## src/rtl/serial_add_pkg.sv

```systemverilog
// Shared constants and state encoding for the serial adder sequencer.
package serial_add_pkg;

  localparam int DEF_WIDTH   = 23;  // operand and result width
  localparam int DEF_CNT_W   = 5;   // bit/latency counter width
  localparam int DEF_ADD_LAT = 25;  // load edge to sum-sample edge

  typedef enum logic [2:0] {
    IDLE = 3'd0,
    RX_A = 3'd1,
    RX_B = 3'd2,
    LOAD = 3'd3,
    WAIT = 3'd4,
    HOLD = 3'd5
  } state_e;

endpackage

```

## src/rtl/serial_shift_rx.sv

```systemverilog
// Serial receiver: bit counter plus indexed write into operand word A or B.
// clear restarts at bit 0; a bit arriving with clear is written as bit 0.
module serial_shift_rx
  import serial_add_pkg::*;
#(
  parameter int WIDTH = DEF_WIDTH,
  parameter int CNT_W = DEF_CNT_W
) (
  input  logic             clk,
  input  logic             rst_n,
  input  logic             clear,
  input  logic             sel,
  input  logic             bit_valid,
  input  logic             bit_in,
  output logic [WIDTH-1:0] word_a,
  output logic [WIDTH-1:0] word_b,
  output logic             done
);

  logic [CNT_W-1:0] cnt_q;
  logic [CNT_W-1:0] idx;

  assign idx  = clear ? '0 : cnt_q;
  assign done = bit_valid && (idx == CNT_W'(WIDTH - 1));

  // Write the incoming bit at the current index and advance the counter.
  always_ff @(posedge clk or negedge rst_n) begin
    if (!rst_n) begin
      cnt_q  <= '0;
      // NOTE: the operand words are ordinary flops feeding ports, not a RAM, so they take the reset.
      word_a <= '0;
      word_b <= '0;
    end else if (bit_valid) begin
      // NOTE: non-blocking assignments so every flop updates from pre-edge values.
      if (sel) word_b[idx] <= bit_in;
      else     word_a[idx] <= bit_in;
      cnt_q <= done ? '0 : idx + CNT_W'(1);
    end else if (clear) begin
      cnt_q <= '0;
    end
  end

endmodule

```

## src/rtl/serial_add_sequencer.sv

```systemverilog
// Control stage for the serial adder: receives A then B LSB-first, strobes the
// adder loads, waits out its fixed latency, and holds the sum on a valid/ready port.
module serial_add_sequencer
  import serial_add_pkg::*;
#(
  parameter int WIDTH   = DEF_WIDTH,
  parameter int CNT_W   = DEF_CNT_W,
  parameter int ADD_LAT = DEF_ADD_LAT
) (
  input  logic             clk,
  input  logic             rst_n,
  input  logic             frame_start,
  input  logic             bit_in,
  input  logic             bit_valid,
  output logic [WIDTH-1:0] A,
  output logic [WIDTH-1:0] B,
  output logic             la,
  output logic             lb,
  output logic             si,
  input  logic [WIDTH-1:0] sum_in,
  output logic [WIDTH-1:0] res_data,
  output logic             res_valid,
  input  logic             res_ready,
  output logic             busy,
  output logic             overrun
);

  state_e           state_q, state_d;
  logic [CNT_W-1:0] lat_q, lat_d;
  logic             rx_active;
  logic             accept_start;
  logic             rx_valid;
  logic             rx_sel;
  logic             rx_done;
  logic             capture;
  logic             drop;

  // A new frame is accepted from IDLE or as a restart while receiving.
  assign rx_active    = (state_q == RX_A) || (state_q == RX_B);
  assign accept_start = frame_start && ((state_q == IDLE) || rx_active);
  assign rx_valid     = bit_valid && (rx_active || accept_start);
  assign rx_sel       = (state_q == RX_B) && !frame_start;
  assign si           = 1'b0;

  serial_shift_rx #(
    .WIDTH (WIDTH),
    .CNT_W (CNT_W)
  ) u_rx (
    .clk       (clk),
    .rst_n     (rst_n),
    .clear     (accept_start),
    .sel       (rx_sel),
    .bit_valid (rx_valid),
    .bit_in    (bit_in),
    .word_a    (A),
    .word_b    (B),
    .done      (rx_done)
  );

  // Next-state, latency count and event decode.
  always_comb begin
    // NOTE: defaults first so no branch leaves a signal unassigned and infers a latch.
    state_d = state_q;
    lat_d   = lat_q;
    capture = 1'b0;
    drop    = 1'b0;
    case (state_q)
      IDLE: begin
        if (frame_start)    state_d = RX_A;
        else if (bit_valid) drop = 1'b1;
      end
      RX_A: begin
        if (frame_start)  state_d = RX_A;
        else if (rx_done) state_d = RX_B;
      end
      RX_B: begin
        if (frame_start)  state_d = RX_A;
        else if (rx_done) state_d = LOAD;
      end
      LOAD: begin
        drop    = frame_start || bit_valid;
        state_d = WAIT;
        lat_d   = '0;
      end
      WAIT: begin
        drop = frame_start || bit_valid;
        if (lat_q == CNT_W'(ADD_LAT - 1)) begin
          capture = 1'b1;
          state_d = HOLD;
        end else begin
          lat_d = lat_q + CNT_W'(1);
        end
      end
      HOLD: begin
        drop = frame_start || bit_valid;
        if (res_ready) state_d = IDLE;
      end
      default: state_d = IDLE;
    endcase
  end

  // State, counter and registered outputs.
  always_ff @(posedge clk or negedge rst_n) begin
    if (!rst_n) begin
      state_q   <= IDLE;
      lat_q     <= '0;
      la        <= 1'b0;
      lb        <= 1'b0;
      busy      <= 1'b0;
      overrun   <= 1'b0;
      res_valid <= 1'b0;
      res_data  <= '0;
    end else begin
      state_q   <= state_d;
      lat_q     <= lat_d;
      la        <= (state_d == LOAD);
      lb        <= (state_d == LOAD);
      busy      <= (state_d != IDLE);
      overrun   <= drop;
      res_valid <= (state_d == HOLD);
      if (capture) res_data <= sum_in;
    end
  end

endmodule
```

## config.mk

```make
export PLATFORM = sky130hd
export DESIGN_NAME = serial_add_sequencer
export DESIGN_NICKNAME = d
export VERILOG_FILES = /design/src/rtl/serial_add_pkg.sv /design/src/rtl/serial_shift_rx.sv /design/src/rtl/serial_add_sequencer.sv
export SDC_FILE = /design/constraint.sdc
export NUM_CORES = 1
export LEC_CHECK = 0
export CAP_MARGIN = 10
export CORE_MARGIN = 1.5
export CORE_UTILIZATION = 50
export DETAILED_ROUTE_END_ITERATION = 16
export GPL_ROUTABILITY_DRIVEN = 0
export PLACE_DENSITY = 0.85
export SLEW_MARGIN = 20
export SYNTH_ARGS = -nofsm -noshare
export SYNTH_HDL_FRONTEND = slang
export SYNTH_SLANG_ARGS = --single-unit
export TNS_END_PERCENT = 1
```

## constraint.sdc

```tcl
create_clock -name clk -period 3.3 [get_ports clk]
set_input_delay 0.825 -clock clk [delete_from_list [all_inputs] [get_ports clk]]
set_output_delay 0.825 -clock clk [all_outputs]
set_load 0.01 [all_outputs]
```

* Yosys cells after proc, flatten, opt, wreduce, memory -nomap -nowiden
Index checks and enable logic that the tools add are counted.
** Word-level totals
- Latch bits :: 0
- ROM bits :: 0
- Memories :: 0
- Output and inout port bits :: 75
- Logic and storage cells :: 64
- Flip-flop bits (word level) :: 86
- RAM bits :: 0
** Cells by class
- Multiplexer cells :: 22
- Magnitude comparators :: 2
- Add/subtract/negate cells :: 2
- Div/mod/pow operators :: 0
- Bitwise logic cells :: 1
- Multipliers :: 0
- Shifts and indexed selects :: 0
- Reductions and logical operators :: 17
- Equal/unequal tests :: 10
** Operator list (count)
- 23-bit bitwise mux :: 2
- 3-bit 2-to-1 mux :: 7
- 5-bit 2-to-1 mux :: 4
- 3-bit case mux with 6 select lines :: 1
- 5-bit by 1-bit adder with 5-bit output (second input constant) :: 2
- 5-bit equality test (second input constant) :: 2
- 5-bit case mux with 2 select lines :: 1
- 3-bit by 2-bit equality test with 1-bit output (second input constant) :: 3
- 3-bit equality test (second input constant) :: 3
- 5-bit by 6-bit less-than comparator with 1-bit output (second input constant) :: 1
- 2-bit AND reduction :: 3
- 1-bit demux with 5-bit select :: 1
- 5-bit by 1-bit >= comparator with 1-bit output (second input constant) :: 1
- 1-bit logical AND :: 5
- 1-bit 2-to-1 mux :: 5
- 1-bit logical OR :: 4
- 3-bit by 1-bit equality test with 1-bit output (second input constant) :: 1
- 3-bit zero test :: 1
- 3-bit nonzero test :: 1
- 3-bit OR reduction :: 1
- 2-bit inequality test (second input constant) :: 1
- 1-bit case mux with 2 select lines :: 1
- 2-bit nonzero test :: 1
- 1-bit zero test :: 1
- 1-bit inverter :: 1

* Logic depth before layout (Yosys ltp)
Gate-level depths: netlist of the first run.
- Depth in word-level cells :: 11
- Gate-level depth with buffers :: 10
- Gate-level depth less buffers :: 9

* Modules after synthesis
From an unflattened synthesis of the first run, not the netlist that was laid out.
** Second synthesis, totals
- Cells, all modules :: 326
- Area, all modules :: 4078.9 sq um
** Modules (own cells, without submodules)
- serial_shift_rx :: cells an instance 205, instances 1, area an instance 2444.8 sq um, seq. area each 1276.2 sq um
- serial_add_sequencer :: cells an instance 121, instances 1, area an instance 1634.1 sq um, seq. area each 875.8 sq um

* Worst setup path before layout of the first run
Ideal clock, no wire load.
- Path type :: input to register
- Start :: in frame_start
- End :: reg u_rx.word_b[22]
- Path slack :: 0.775 ns
- Path buffers :: 0
- Stages on the path :: 9
- Data required time :: 3.175 ns
- Arrival time :: 2.400 ns
- Path through :: and2b_1 nand2_1 nand2_1 inv_1 ha_1 and4b_1 a21boi_4 nand3_1 mux2_2
** Between the ends
- Word-level cells in the longest chain between the ends :: 7
- Elaborated cells on any way between the ends :: 13
- Those cells by class :: 2 x order compare; 4 x mux; 7 x reduce/logical
** RTL lines
- from (decl) :: RTL line serial_add_sequencer.sv:12 : input logic frame_start,
- 1-bit logical AND :: RTL line serial_add_sequencer.sv:40 : assign accept_start = frame_start && ((state_q == IDLE) || rx_active);
- 5-bit 2-to-1 mux
- 5-bit by 6-bit less-than comparator with 1-bit output (implied by the code) or 5-bit by 1-bit >= comparator with 1-bit output (tied branches) :: RTL line serial_shift_rx.sv:35 : if (sel) word_b[idx] <= bit_in;
- 1-bit logical AND (implied by the code) :: RTL line serial_shift_rx.sv:35
- 1-bit 2-to-1 mux (implied by the code) :: RTL line serial_shift_rx.sv:35
- 1-bit demux with 5-bit select
- 23-bit bitwise mux :: RTL line serial_shift_rx.sv:35
- to (signal, indexed assignment) :: RTL line serial_shift_rx.sv:35
- to (decl) :: RTL line serial_shift_rx.sv:16 : output logic [WIDTH-1:0] word_b,
Several ways; a longest one is shown, not always the timed one.
A chain may end at the register's enable or synchronous reset.

* Worst setup path after layout of the first run
Same ends and word-level chain as after synthesis.

==> results.toml, run 1 <==
[sta]
setup_tns_ns = 0
fin_crit_sh_pct = 83.9
setup_viol = 0
rsz0062_at_grt = "no"
slew_viol_final = 0
relSlewSlack_pct = 38.5
clock_skew_ns = 0.00835
final_hold_viol_count = 0
min_period_ns = 2.77
worstMarginPinSlew_ns = 0.921
fmax_ghz = 0.361

[critical_path]
path_common_cell = "nand2_1"
path_cells = "clkdlybuf4s50_1 -> and2b_1 -> nand2_1 -> nand2_1 -> inv_1 -> ha_1 -> and4b_1 -> a21boi_4 -> nand3_1 -> mux2_2"
critPathBufInv = 2
crit_slowest_cell = "clkdlybuf4s50_1"
cp-end-kind = "flip-flop"
cp_max_fo = 6
rr_endpoint = "u_rx.word_b[22]"
r2r_cells = 9
r2r-start = "state_q[1]"
required_ns = 3.53
cp.arrival_ns = 3.00
critical-path-max-stage-delay_ns = 0.42
startpoint = "frame_start"
cp-start-kind = "input pin"
regToRegSetupSlack_ns = 0.72
crit_type = "in -> reg"
crit_family = "simple AND/OR/NAND/NOR gates"

[clocking]
cts_hold_buf = 0
cts_buffers = 9
cts_sinks = 86
cts-root-buf = "clkbuf_8"
htreeDepth = 3
cts_setup_buffers = 0
cts_tree = "built"
post_cts_resized = 0
clkSlewWorstSetupHoldPaths_ns = 0.08
clk_latency_ns = 0.35
clockBufferDepth = 2

[synthesis]
synth.distinct_cells = 44
synth_fp_nets = 369
synth_ff_type = "dfrtp_1"
synth_edf_count = 0
synthesis.area_um2 = 3970
synthCells = 334
avgSynthCellArea_um2 = 11.9
synth_seq_area_share_pct = 54.2
ys_ff_latch = 86
ys.warnings.count = 0
postSynth.asyncResetShare_pct = 100

[min_path]
min_from = "u_rx.word_b[20]"
hold_depth = 1
hp-class = "reg -> reg"
holdPathEnd = "u_rx.word_b[20]"

[layout]
multi_input_area_um2 = 1700
final_core_util_pct = 67.9
drive_gt1_share_pct = 22.4
final_common_cell = "clkdlybuf4s50_1"
fillers = 580
layout_common_cells = "clkdlybuf4s50_1 (101), dfrtp_1 (86), mux2_2 (69), nor2_1 (56), nand2_1 (13)"
area_growth_pct = 32.2
n_antenna_cell = 0
fin_nets = 468
seqCellArea_um2 = 2150

[pwr]
seq_power_share_pct = 54.0
ir_drop_mv = 0.254
swShare_pct = 23.0
p_int_uw = 1580
power_switching_uw = 472
pwr-share-clk_pct = 35.4
combPwrFrac_pct = 10.6
power_density_nw_per_um2 = 391
leakagePower_uw = 0.00227

[global_route]
overflow = 0
grt_pass1_vias = 2983
grt_pass1_wl_mm = 14.9
grtUsageTotal_pct = 22.8
grt_max_degree = 87
antenna_found_initial = 0

[drt]
vias = 2899
routed_wl_mm = 8.99
firstDrtPassIters = 4
drt-wirelength-per-cell_um = 16.6
drc = 0
drt_iter0_drc = 165
via_per_inst = 5.37
ant_nets = 0

[floorplanning]
die-area_um2 = 8490
die_w_um = 92.1
core_area_um2 = 7730
initial_core_util_pct = 51.4
ioPinCount = 104
rows = 32
dieHeight_um = 92.1

[placement]
hpwlAfterDp_mm = 6.27
numPortBuffers = 102

[outcome]
status = "complete, no violations"

[flow_run]
max-cap-violations = 0
## cells by family (layout without fill, tap and decap cells)
logic type                 Yosys count  after routing  synth area share, %
AOI/OAI and AO/OA                   36             36                 7.37
adders and majority gates            6              6                 1.89
buffers and inverters               26            130                 3.15
DFF                                 86             86                 54.2
muxes                               73             73                 20.7
other                                1              1               0.0944
and+or+nand+nor                    106            106                 12.7
## layer usage
layer / track usage [%] / vias up / wire (um)
met4: 7.44 / 0 / 115
li1: - / 1361 / -
met3: 5.64 / 10 / 470
met2: 36.7 / 83 / 4510
met1: 30.3 / 1445 / 3890
met5: 0 / - / 0
## metrics by stage
step           total power [uW]  cell area [um2]  hold slack, ns  instances  setup WS (ns)
2_1_floorplan              1210             3970           0.501        334          0.775
3_3_place_gp               1340             5050           0.473        524          0.273
3_5_place_dp               1350             5050           0.492        524          0.195
4_1_cts                    2070             5250           0.511        540          0.542
5_1_grt                    2130             5250           0.518        540          0.367
6_report                   2050             5250           0.503        540          0.531
## state kept, by name, indices dropped and copies added, names as in the netlist
signal	count
u_rx.word_b	23
res_valid	1
lb	1
res_data	23
u_rx.cnt_q	5
busy	1
u_rx.word_a	23
overrun	1
state_q	3
lat_q	5
## synth_stat cells, drive strengths merged (2+ instances only)
library cell / number / area share [%]
a21oi: 5 / 0.63
and2: 2 / 0.31
and4b: 2 / 0.50
buf: 13 / 1.9
clkbuf: 5 / 0.47
dfrtp: 86 / 54
ha: 6 / 1.9
inv: 8 / 0.76
mux2: 72 / 20
nand2: 13 / 1.2
nand2b: 4 / 0.63
nand3: 12 / 1.5
nand3b: 2 / 0.38
nor2: 56 / 5.3
nor2b: 5 / 0.79
nor3: 3 / 0.50
nor3b: 2 / 0.63
o2111ai: 2 / 0.76
o211a: 2 / 0.50
o211ai: 8 / 1.8
o21ai: 7 / 0.88
o22ai: 2 / 0.31
## area by class of cell
type | count | share of cell area (%)
sequential | 86 | 41.0
multi-input combinational | 222 | 32.3
timing repair buffer | 106 | 20.0
tap | 102 | 2.43
clock inverter | 3 | 0.834
inverter | 8 | 0.572
clock buffer | 13 | 2.84
## how the worst max path moves through the flow
stage,endpoint,slack (ns),cells past startpoint
after floorplan,u_rx.word_b[22],0.77,9
after global routing,u_rx.word_b[22],0.37,10
final,u_rx.word_b[22],0.53,10
after global placement,u_rx.word_b[22],0.27,10
after detailed placement,u_rx.word_b[22],0.20,10
after CTS,u_rx.word_b[22],0.54,10
## power by group through the flow
stage,Sequential (uW),Clock (uW),Combinational [uW]
after global routing,1110,784,236
after CTS,1110,741,219
after floorplan,1140,0,64.9
after detailed placement,1130,0,218
after global placement,1130,0,213
final,1110,727,217
Note: power is estimated with default switching activity, not from simulation.
==> run 2: changes to the inputs <==
--- a/config.mk
+++ b/config.mk
@@ -7,10 +7,10 @@
 export LEC_CHECK = 0
 export CAP_MARGIN = 10
 export CORE_MARGIN = 1.5
-export CORE_UTILIZATION = 50
+export CORE_UTILIZATION = 49
 export DETAILED_ROUTE_END_ITERATION = 16
 export GPL_ROUTABILITY_DRIVEN = 0
-export PLACE_DENSITY = 0.85
+export PLACE_DENSITY = 0.83
 export SLEW_MARGIN = 20
 export SYNTH_ARGS = -nofsm -noshare
 export SYNTH_HDL_FRONTEND = slang
==> constraint.sdc (replaced) <==
create_clock -name clk -period 2.8 [get_ports clk]
set_input_delay 0.7 -clock clk [delete_from_list [all_inputs] [get_ports clk]]
set_output_delay 0.7 -clock clk [all_outputs]
set_load 0.01 [all_outputs]
==> results.toml, run 2 (same netlist as run 1, synthesis figures left out) <==
[outcome]
status = "complete, no violations"

[placement]
numPortBuffers = 102
hpwlAfterDp_mm = 6.64
dpl.cell_count = 533

[sta]
fin_crit_sh_pct = 88.9
relSlewSlack_pct = 54.4
clock_skew_ns = 0.0109
worstMarginPinSlew_ns = 0.681
final_hold_viol_count = 0
rsz0062_at_grt = "no"
whs_ns = 0.285
slew_viol_final = 0
setup_viol = 0
fmax_ghz = 0.402
min_period_ns = 2.49

[layout]
n_antenna_cell = 0
drive_gt1_share_pct = 24.6
final_common_cell = "clkdlybuf4s50_1"
layout.cells.non_filler = 549
top_regs = "res_data x23, u_rx.word_a x23, u_rx.word_b x23"
fin_nets = 477
layout_common_cells = "clkdlybuf4s50_1 (101), dfrtp_1 (86), mux2_2 (69), nor2_1 (56), buf_4 (14)"
area_growth_pct = 35.3

[critical_path]
cp-end-kind = "flip-flop"
cp-start-kind = "input pin"
rr_endpoint = "u_rx.word_a[18]"
regToRegSetupSlack_ns = 0.39
cp_max_fo = 5
cp.arrival_ns = 2.73
r2r-start = "state_q[1]"
r2r_cells = 8
required_ns = 3.04
crit_type = "in -> reg"

[drt]
top_layer_used = "met4"
wl_met1_mm = 3.88
vias = 2934
drc = 0
route.met3.wl_um = 402
drt-wirelength-per-cell_um = 16.7
drt_iter0_drc = 154
dr_wl_met2_mm = 4.69
firstDrtPassIters = 4
via_per_inst = 5.34
ant_nets = 0
routed_wl_mm = 9.17

[floorplanning]
core_area_um2 = 7810
initial_core_util_pct = 50.9
die-area_um2 = 8660
rows = 32
ioPinCount = 104
dieHeight_um = 93.0
die_w_um = 93.0

[clocking]
cts_sinks = 86
clockBufferDepth = 2
cts-root-buf = "clkbuf_8"
cts_tree = "built"
cts_hold_buf = 0
htreeDepth = 3
cts_setup_buffers = 0
post_cts_resized = 0
clk_latency_ns = 0.35
clkSlewWorstSetupHoldPaths_ns = 0.09
cts_buffers = 9

[global_route]
grtUsageTotal_pct = 22.1
grt_pass1_wl_mm = 14.9
grt_pass1_vias = 3024
overflow = 0
grt_max_degree = 38
antenna_found_initial = 0

[min_path]
hp-class = "in -> async"

[pwr]
ir_drop_mv = 0.424
power_density_nw_per_um2 = 494
leakagePower_uw = 0.00234

[flow_run]
max-cap-violations = 0
## run 2: cell count changes in the layout (fill, tap and decap cells not counted), sizes merged
cell and change:
clkbuf -3, bufinv +2, buf +9, inv +2
clkinv -1
## run 2: worst max-delay path by stage
stage,startpoint,slack [ns],cells after the start,to
4_1_cts,frame_start,0.33,10,u_rx.word_b[22]
3_3_place_gp,frame_start,0.06,9,u_rx.word_b[22]
5_1_grt,frame_start,0.19,10,u_rx.word_b[22]
3_5_place_dp,frame_start,-0.02,10,u_rx.word_b[22]
6_report,frame_start,0.31,9,u_rx.word_a[18]
2_1_floorplan,frame_start,0.40,9,u_rx.word_b[22]
## run 2: power breakdown
group          leakage, uW  switching [uW]  internal [uW]  total (uW)
registers          0.00113            24.0           1280        1310
clock network     0.000127             464            625        1090
logic              0.00108             114            145         259
total              0.00234             602           2050        2660
## run 2: per-layer routing
metal | up-vias | global-route usage, %
met5 | - | 0
met4 | 0 | 8.59
met3 | 18 | 4.23
met2 | 90 | 36.3
met1 | 1447 | 28.9
li1 | 1379 | -
## run 2: layout make-up
cell class | instances | area, um2
Clock inverter | 6 | 116
Tap cell | 102 | 128
Timing Repair Buffer | 115 | 1120
Clock buffer | 10 | 138
Inverter | 8 | 30.0
Fill cell | 581 | 2430
Multi-Input combinational cell | 222 | 1700
Sequential cell | 86 | 2150
## run 2: critical path: stages
cell and delay (ns):
clkdlybuf4s50_1 0.42, and2b_1 0.18, nand2_1 0.11, nand2_1 0.08, inv_1 0.11, ha_1 0.22, o211ai_1 0.30, nor2_1 0.24
mux2_2 0.37
## run 2: through the flow
step | setup slack, ns | power [uW] | setup TNS (ns) | utilization, % | area (um2)
after global placement | 0.0578 | 1590 | 0 | 65.6 | 5120
final | 0.312 | 2660 | 0 | 68.8 | 5380
after CTS | 0.335 | 2670 | 0 | 68.8 | 5380
after global routing | 0.187 | 2730 | 0 | 68.8 | 5380
after detailed placement | -0.0202 | 1590 | -0.0202 | 65.6 | 5120
after floorplan | 0.400 | 1420 | 0 | - | 3970
